`src/rtl/serial_code_lock.sv`:
```
// Bit-serial code lock: MSB-first entry, consecutive-failure counting and lockout.
// Define LOCK_TIMEOUT_EN for a LOCKOUT that expires after LOCKOUT_CYCLES; otherwise LOCKOUT holds until reset.
module serial_code_lock #(
    parameter int unsigned         CODE_LEN       = 8,
    parameter logic [CODE_LEN-1:0] CODE           = 8'b0101_0100,
    parameter int unsigned         MAX_TRIES      = 3,
    parameter int unsigned         LOCKOUT_CYCLES = 16
) (
    input  logic                           clk,
    input  logic                           reset,
    input  logic                           x,
    input  logic                           x_valid,
    input  logic                           clear,
    output logic                           y,
    output logic                           fail,
    output logic                           locked_out,
    output logic [$clog2(MAX_TRIES+1)-1:0] fail_cnt
);
    localparam int unsigned CW = $clog2(MAX_TRIES + 1);
    localparam int unsigned BW = $clog2(CODE_LEN + 1);

    if (CODE_LEN < 2 || CODE_LEN > 32) begin : g_bad_code_len
        $error("serial_code_lock: CODE_LEN must be 2..32");
    end
    if (MAX_TRIES < 1 || MAX_TRIES > 15) begin : g_bad_max_tries
        $error("serial_code_lock: MAX_TRIES must be 1..15");
    end
    if (LOCKOUT_CYCLES < 1 || LOCKOUT_CYCLES > 65535) begin : g_bad_lockout
        $error("serial_code_lock: LOCKOUT_CYCLES must be 1..65535");
    end

    typedef enum logic [1:0] {
        IDLE,
        COLLECT,
        OPEN,
        LOCKOUT
    } state_t;

    state_t              state_q;
    // Only CODE_LEN-1 bits of history are kept; the final bit is compared straight from x.
    logic [CODE_LEN-2:0] code_q;
    logic [CODE_LEN-1:0] code_d;
    logic [BW-1:0]       bit_cnt_q;
    logic [CW-1:0]       fail_cnt_q;
    logic [CW-1:0]       fail_cnt_d;
    logic                y_q;
    logic                fail_q;
    logic                locked_out_q;
`ifdef LOCK_TIMEOUT_EN
    logic [15:0]         timer_q;
`endif

    assign code_d     = {code_q, x};
    assign fail_cnt_d = (fail_cnt_q == CW'(MAX_TRIES)) ? fail_cnt_q : fail_cnt_q + CW'(1);

    assign y          = y_q;
    assign fail       = fail_q;
    assign locked_out = locked_out_q;
    assign fail_cnt   = fail_cnt_q;

    always_ff @(posedge clk or posedge reset) begin
        if (reset) begin
            state_q      <= IDLE;
            code_q       <= '0;
            bit_cnt_q    <= '0;
            fail_cnt_q   <= '0;
            y_q          <= 1'b0;
            fail_q       <= 1'b0;
            locked_out_q <= 1'b0;
`ifdef LOCK_TIMEOUT_EN
            timer_q      <= '0;
`endif
        end else begin
            fail_q <= 1'b0;
            case (state_q)
                IDLE: begin
                    if (clear) begin
                        bit_cnt_q <= '0;
                    end else if (x_valid) begin
                        code_q    <= code_d[CODE_LEN-2:0];
                        bit_cnt_q <= BW'(1);
                        state_q   <= COLLECT;
                    end
                end
                COLLECT: begin
                    if (clear) begin
                        bit_cnt_q <= '0;
                        state_q   <= IDLE;
                    end else if (x_valid) begin
                        code_q <= code_d[CODE_LEN-2:0];
                        if (bit_cnt_q == BW'(CODE_LEN - 1)) begin
                            bit_cnt_q <= '0;
                            if (code_d == CODE) begin
                                state_q    <= OPEN;
                                y_q        <= 1'b1;
                                fail_cnt_q <= '0;
                            end else begin
                                fail_q     <= 1'b1;
                                fail_cnt_q <= fail_cnt_d;
                                if (fail_cnt_d == CW'(MAX_TRIES)) begin
                                    state_q      <= LOCKOUT;
                                    locked_out_q <= 1'b1;
`ifdef LOCK_TIMEOUT_EN
                                    timer_q      <= 16'(LOCKOUT_CYCLES);
`endif
                                end else begin
                                    state_q <= IDLE;
                                end
                            end
                        end else begin
                            bit_cnt_q <= bit_cnt_q + BW'(1);
                        end
                    end
                end
                OPEN: begin
                    if (clear) begin
                        state_q <= IDLE;
                        y_q     <= 1'b0;
                    end
                end
                LOCKOUT: begin
`ifdef LOCK_TIMEOUT_EN
                    // Exit on the edge the timer hits zero, so locked_out spans LOCKOUT_CYCLES cycles.
                    if (timer_q == 16'd1) begin
                        timer_q      <= '0;
                        state_q      <= IDLE;
                        locked_out_q <= 1'b0;
                        fail_cnt_q   <= '0;
                    end else begin
                        timer_q <= timer_q - 16'd1;
                    end
`endif
                end
                default: begin
                    state_q      <= IDLE;
                    bit_cnt_q    <= '0;
                    fail_cnt_q   <= '0;
                    y_q          <= 1'b0;
                    locked_out_q <= 1'b0;
                end
            endcase
        end
    end
endmodule

```
`config.mk`:
```
export PLATFORM = sky130hd
export DESIGN_NAME = serial_code_lock
export DESIGN_NICKNAME = d
export VERILOG_FILES = /design/src/rtl/serial_code_lock.sv
export SDC_FILE = /design/constraint.sdc
export NUM_CORES = 1
export LEC_CHECK = 0
export ABC_AREA = 0
export BUFFER_PORTS_ARGS = -buffer_cell sky130_fd_sc_hd__buf_2
export CAP_MARGIN = 20
export CORE_ASPECT_RATIO = 1.25
export CORE_MARGIN = 1
export CORE_UTILIZATION = 55
export DETAILED_ROUTE_END_ITERATION = 8
export GPL_TIMING_DRIVEN = 1
export PLACE_DENSITY = 0.84
export SYNTH_ARGS = -nofsm -noshare
export SYNTH_HDL_FRONTEND = slang
export SYNTH_SLANG_ARGS = --single-unit
```
`constraint.sdc`:
```
create_clock -name clk -period 1.9 [get_ports clk]
set_input_delay 0.57 -clock clk [delete_from_list [all_inputs] [get_ports clk]]
set_output_delay 0.57 -clock clk [all_outputs]
set_load 0.05 [all_outputs]
```
==> results of run 1 <==
-- layout by cell type, fill, tap and decap left out, drive strengths merged, types with 2 or more instances in the layout --
cell    count
nand2       5
clkbuf      4
dfrtp      18
nor2b       2
a21oi       3
inv         5
nor2        8
o21ai       9
buf        11
nand2b      2
o22ai       2
ha          4
o31ai       2
mux2        8
-- layout make-up --
type,instances,area (sq um)
clock buffers,4,36.3
flip-flops and latches,18,450
well taps,18,22.5
inverters,5,18.8
repair buffers,11,60.1
multi-input cells,60,429
fillers,130,544
-- kinds of logic after synthesis --
logic type / after synthesis / share of synthesized area (%)
AND/OR/NAND/NOR: 26 / 15.9
multiplexers: 9 / 11.1
flip-flops: 18 / 49.7
buffers and inverters: 6 / 2.90
adder cells (fa/ha/maj): 4 / 5.53
AO/OA/AOI/OAI: 21 / 14.9
-- synth_stat cells (all sizes together) --
| cell type | n |
|---|---|
| inv | 5 |
| a41oi | 1 |
| and2b | 1 |
| nor3b | 1 |
| a32o | 1 |
| mux2i | 1 |
| o41ai | 1 |
| a22o | 1 |
| o21ai | 9 |
| nand4b | 1 |
| nor2b | 2 |
| o211ai | 1 |
| ha | 4 |
| nand2b | 2 |
| and4b | 1 |
| mux2 | 8 |
| o22ai | 2 |
| and3 | 1 |
| buf | 1 |
| nand3b | 1 |
| nand2 | 5 |
| nor3 | 1 |
| nor2 | 8 |
| dfrtp | 18 |
| nand3 | 1 |
| a21oi | 3 |
| nor4bb | 1 |
| o31ai | 2 |
-- power by group --
part / total [mW] / switching (mW) / internal (mW)
clock: 0.238 / 0.121 / 0.117
combinational: 0.400 / 0.197 / 0.203
sequential: 0.566 / 0.0770 / 0.489
-- worst register-to-register path, stage by stage (launching register included) --
cell	delay, ns
dfrtp_1	0.39
inv_1	0.10
ha_1	0.30
nor2_1	0.11
a32o_1	0.28
o21ai_2	0.15
mux2_2	0.35
-- state kept, by name (all words and copies together) (netlist names) --
name	count
y	1
state_q	2
fail	1
fail_cnt	2
code_q	7
locked_out	1
bit_cnt_q	4
-- worst max path at each step --
stage / from / end / slack, ns / cells past startpoint
final: state_q[1] / state_q[0] / 0.12 / 6
after global placement: state_q[0] / state_q[0] / 0.18 / 6
after global routing: state_q[1] / state_q[0] / 0.02 / 6
after detailed placement: state_q[1] / state_q[0] / 0.14 / 6
after floorplan: state_q[0] / state_q[0] / 0.25 / 6
after CTS: state_q[1] / state_q[0] / 0.12 / 6
-- metal layers --
layer  GRT usage, %  up-vias  wire length [um]
met2           36.9       11               852
met5              0        -                 0
li1               -      336                 -
met4           8.57        0                17
met3           2.84        2                34
met1           25.8      316               773
==> out/summary.txt, run 1 <==
outcome: complete, no violations
actual slew at the worst max-slew pin: 0.686 ns
core region area: 0.00156 sq mm
DRT Pass-1 Iters: 3
share of cells above drive strength 1: 25.5%
Routed Antenna Nets: 0
critical path arrival: 1.97 ns
first-pass GRT wire length: 2570 um
Crit Path Category: reg2reg
Crit path largest cell delay: 0.39 ns
vias in the first global route: 601
Inst Count DP: 112
final WL: 1680 um
largest delay contributor family on the critical path: compound AO/OA/AOI/OAI gates
DRC: 0
Port Buffers: 9
global route total overflow: 0
root buf cell: clkbuf_4
Mapped Avg Cell Area: 10.8 sq um
CP Data Required Time: 2.09 ns
Post-layout nets: 108
post-synth top area share: 49.7%
worst vdd ir: 0.665 mV
cell count after synthesis: 84
Via-to-Cell Ratio: 5.73
clock slew at reported path FFs: 0.10 ns
synth top area cells: dfrtp_1 50%, mux2_2 9.9%, ha_1 5.5%
Die Ht: 47.4 um
die area: 0.00181 sq mm
final-report hold violation count: 0
H-tree Lvls: 1
initial antenna violation count: 0
gr usage total: 21.0%
Design Area, Final: 0.00102 sq mm
Syn Nets: 93
pwr dens: 1180 mW/mm^2
crit end category: flop
Seq cells post-synth: 18
maxcap violations: 0
slowest cell on the critical path: dfrtp_1
min Tclk post-route: 1.78 ns
Yosys warning total: 0
DR iter-0 viols: 19
Worst Path Buf+Inv: 1
filler-free cell count of the finished design: 116
largest net degree at the start of global routing: 19
Area Overhead vs Synth: 12.3%
Place WS: 0.139 ns
post-synthesis sequential area ratio: 49.7%
area leader, netlist: dfrtp_1
Die X: 38.3 um
hold crit path type: in2async
PnR worst setup slack: 0.120 ns
WL/cell: 14.5 um
Netlist cell types: 31
overall power: 1.20 mW
Post-CTS Setup Bufs: 0
max_slew headroom: 54.2%
fmax: 0.562 GHz
Post-CTS Resized: 0
R2R Path Start: state_q[1]
hold slack: 0.363 ns
DPL Wire Length: 1260 um
Startpoint Class: flop
worst-skew pair later-pin latency: 0.29 ns
fin util: 65.1%
clock skew: 0.00366 ns
GP Congestion: 0.749
Ports: 10
Static Leak: 0.475 nW
starting density of the core: 58.0%
reg2reg setup slack: 0.12 ns
Final TNS setup: 0 ns
Mapped Area: 906 sq um
final setup vio count: 0
period utilization: 93.7%
CTS max path bufs: 2
worst-path maximum fanout: 8
via count: 665
RSZ-0062 raised after global routing: no
pins over their slew limit: 0
Diodes inserted: 0
Placement Cell Area: 981 sq um
Reg2Reg Depth: 6
crit path cell chain: inv_1, ha_1, nor2_1, a32o_1, o21ai_2, mux2_2
FF-to-FF End: state_q[0]
total clock sinks: 18
num rows: 16
CTS buffer count: 3
CTS tree: built
Hold-fix buffers, CTS: 0
Note: power is estimated with default switching activity, not from simulation.
==> run 2: changes to the inputs <==
--- a/config.mk
+++ b/config.mk
@@ -6,7 +6,7 @@
 export NUM_CORES = 1
 export LEC_CHECK = 0
 export ABC_AREA = 0
-export BUFFER_PORTS_ARGS = -buffer_cell sky130_fd_sc_hd__buf_2
+export BUFFER_PORTS_ARGS = -buffer_cell sky130_fd_sc_hd__clkbuf_2
 export CAP_MARGIN = 20
 export CORE_ASPECT_RATIO = 1.25
 export CORE_MARGIN = 1
==> run 2 against run 1 <==
Effect of this change:
- worst hold slack lost 0.013 ns
- critical path type unchanged
- first-iteration DRC count increased by 11%
- total power shrank 0.90%
- flip-flop and latch count unchanged
- clock skew about the same
- non-clock buffer count did not move
- critical endpoint unchanged
- final area unchanged
- die area unchanged
==> out/summary.txt, run 2 (synthesis gave the netlist of run 1 again) <==
outcome: complete, no violations (unchanged)
crit end category: flop (unchanged)
Design Area, Final: 0.00102 sq mm (unchanged)
hold crit path type: in2async (unchanged)
min Tclk post-route: 1.80 ns (was 1.78 ns)
Port Buffers: 9 (unchanged)
num rows: 16 (unchanged)
reg2reg setup slack: 0.1 ns (was 0.12 ns)
DR iter-0 viols: 21 (was 19)
period utilization: 94.7% (was 93.7%)
Post-CTS Resized: 0 (unchanged)
multi-input logic area: 429 sq um (unchanged)
via count: 678 (was 665)
first-pass GRT wire length: 2610 um (was 2570 um)
Top Layer Used: met4 (unchanged)
CP Data Required Time: 2.09 ns (about the same)
wl on met1: 767 um (was 773 um)
Crit path largest cell delay: 0.39 ns (about the same)
Ports: 10 (unchanged)
final setup vio count: 0 (unchanged)
Crit Path Category: reg2reg (unchanged)
Diodes inserted: 0 (unchanged)
Filler Cell Count: 128 (was 130)
root buf cell: clkbuf_4 (unchanged)
Worst Path Buf+Inv: 1 (unchanged)
total clock sinks: 18 (unchanged)
critical path arrival: 1.99 ns (was 1.97 ns)
H-tree Lvls: 1 (unchanged)
Biggest register: code_q (unchanged)
Area Overhead vs Synth: 12.3% (unchanged)
GP Congestion: 0.751 (was 0.749)
slowest cell on the critical path: dfrtp_1 (unchanged)
vias in the first global route: 611 (was 601)
max_slew headroom: 54.2% (about the same)
actual slew at the worst max-slew pin: 0.686 ns (about the same)
DR WL met2: 814 um (was 852 um)
final WL: 1670 um (was 1680 um)
CTS buffer count: 3 (unchanged)
die area: 0.00181 sq mm (unchanged)
DRC: 0 (unchanged)
RSZ-0062 raised after global routing: no (unchanged)
Post-layout nets: 108 (unchanged)
Die X: 38.3 um (unchanged)
most common cell after layout, fill and taps aside: dfrtp_1 (unchanged)
Static Leak: 0.475 nW (about the same)
clock slew at reported path FFs: 0.10 ns (about the same)
Die Ht: 47.4 um (unchanged)
clock skew: 0.00399 ns (was 0.00366 ns)
initial antenna violation count: 0 (unchanged)
largest net degree at the start of global routing: 19 (unchanged)
Routed Antenna Nets: 0 (unchanged)
maxcap violations: 0 (unchanged)
global route total overflow: 0 (unchanged)
R2R Path Start: state_q[1] (unchanged)
number of flip-flops under the largest register name: 7 (unchanged)
commonest non-fill, non-tap cells in the layout: 18 x dfrtp_1, 9 x clkbuf_2, 8 x mux2_2, 7 x nor2_1, 6 x o21ai_0 (was 18 x dfrtp_1, 9 x buf_2, 8 x mux2_2, 7 x nor2_1, 6 x o21ai_0)
starting density of the core: 58.0% (unchanged)
core region area: 0.00156 sq mm (unchanged)
routed wl met3: 52 um (was 34 um)
Hold-fix buffers, CTS: 0 (unchanged)
Via-to-Cell Ratio: 5.84 (was 5.73)
share of cells above drive strength 1: 25.5% (unchanged)
Placement Cell Area: 981 sq um (unchanged)
pins over their slew limit: 0 (unchanged)
final-report hold violation count: 0 (unchanged)
fmax: 0.556 GHz (was 0.562 GHz)
Post-CTS Setup Bufs: 0 (unchanged)
DRT Pass-1 Iters: 4 (was 3)
pwr dens: 1170 mW/mm^2 (was 1180 mW/mm^2)
Final TNS setup: 0 ns (unchanged)
Startpoint Class: flop (unchanged)
WL/cell: 14.4 um (was 14.5 um)
Reg2Reg Depth: 6 (unchanged)
gr usage total: 21.5% (was 21.0%)
CTS tree: built (unchanged)
worst-skew pair later-pin latency: 0.29 ns (about the same)
top flop regs: code_q x7, bit_cnt_q x4 (unchanged)
DPL Wire Length: 1280 um (was 1260 um)
largest delay contributor family on the critical path: compound AO/OA/AOI/OAI gates (unchanged)
worst-path maximum fanout: 8 (unchanged)
worst vdd ir: 0.748 mV (was 0.665 mV)
Sequential Area: 450 sq um (unchanged)
CTS max path bufs: 2 (unchanged)
crit path cell chain: inv_1, ha_1, nor2_1, a32o_1, o21ai_2, mux2_2 (unchanged)
fin util: 65.1% (unchanged)
FF-to-FF End: state_q[0] (unchanged)
==> run 2: worst register-to-register path, delay by kind of cell, from the launching register on <==
| kind | cells | cell delay, ns |
|---|---|---|
| adder cells (fa/ha/maj) | 1 | 0.30 |
| AND/OR/NAND/NOR | 1 | 0.11 |
| multiplexers | 1 | 0.35 |
| flip-flops | 1 | 0.39 |
| AO/OA/AOI/OAI | 2 | 0.44 |
| buffers and inverters | 1 | 0.10 |
==> run 2: per-layer routing <==
metal / vias to the layer above / track usage, %
met5: - / 0
met4: 0 / 12.1
met3: 5 / 4.27
met2: 17 / 34.2
met1: 319 / 27.3
li1: 337 / -
==> run 2: stage by stage <==
stage,cells,hold WS [ns],setup WS [ns],total power [mW]
final,116,0.350,0.0998,1.19
after global routing,116,0.408,0.00327,1.27
after CTS,116,0.359,0.0990,1.21
after detailed placement,112,0.464,0.123,0.970
after global placement,112,0.454,0.186,0.947
after floorplan,84,0.474,0.251,0.872
==> run 2: how the worst max path moves through the flow <==
stage / slack, ns / cells past startpoint / from / to
floorplan: 0.25 / 6 / state_q[0] / state_q[0]
global placement: 0.19 / 6 / state_q[0] / state_q[0]
detailed placement: 0.12 / 6 / state_q[1] / state_q[0]
CTS: 0.1 / 6 / state_q[1] / state_q[0]
global route: 0.003 / 6 / state_q[1] / state_q[0]
finish: 0.1 / 6 / state_q[1] / state_q[0]
==> run 2: cell type report <==
type	count	area share (%)
tap	18	2.21
timing repair buffer	11	5.90
inverter	5	1.85
multi-input combinational	60	42.2
clock buffer	4	3.57
sequential	18	44.3
==> run 2: power breakdown <==
part / internal [mW] / switching (mW)
clock: 0.117 / 0.116
sequential: 0.489 / 0.0732
combinational: 0.203 / 0.195
total: 0.809 / 0.384
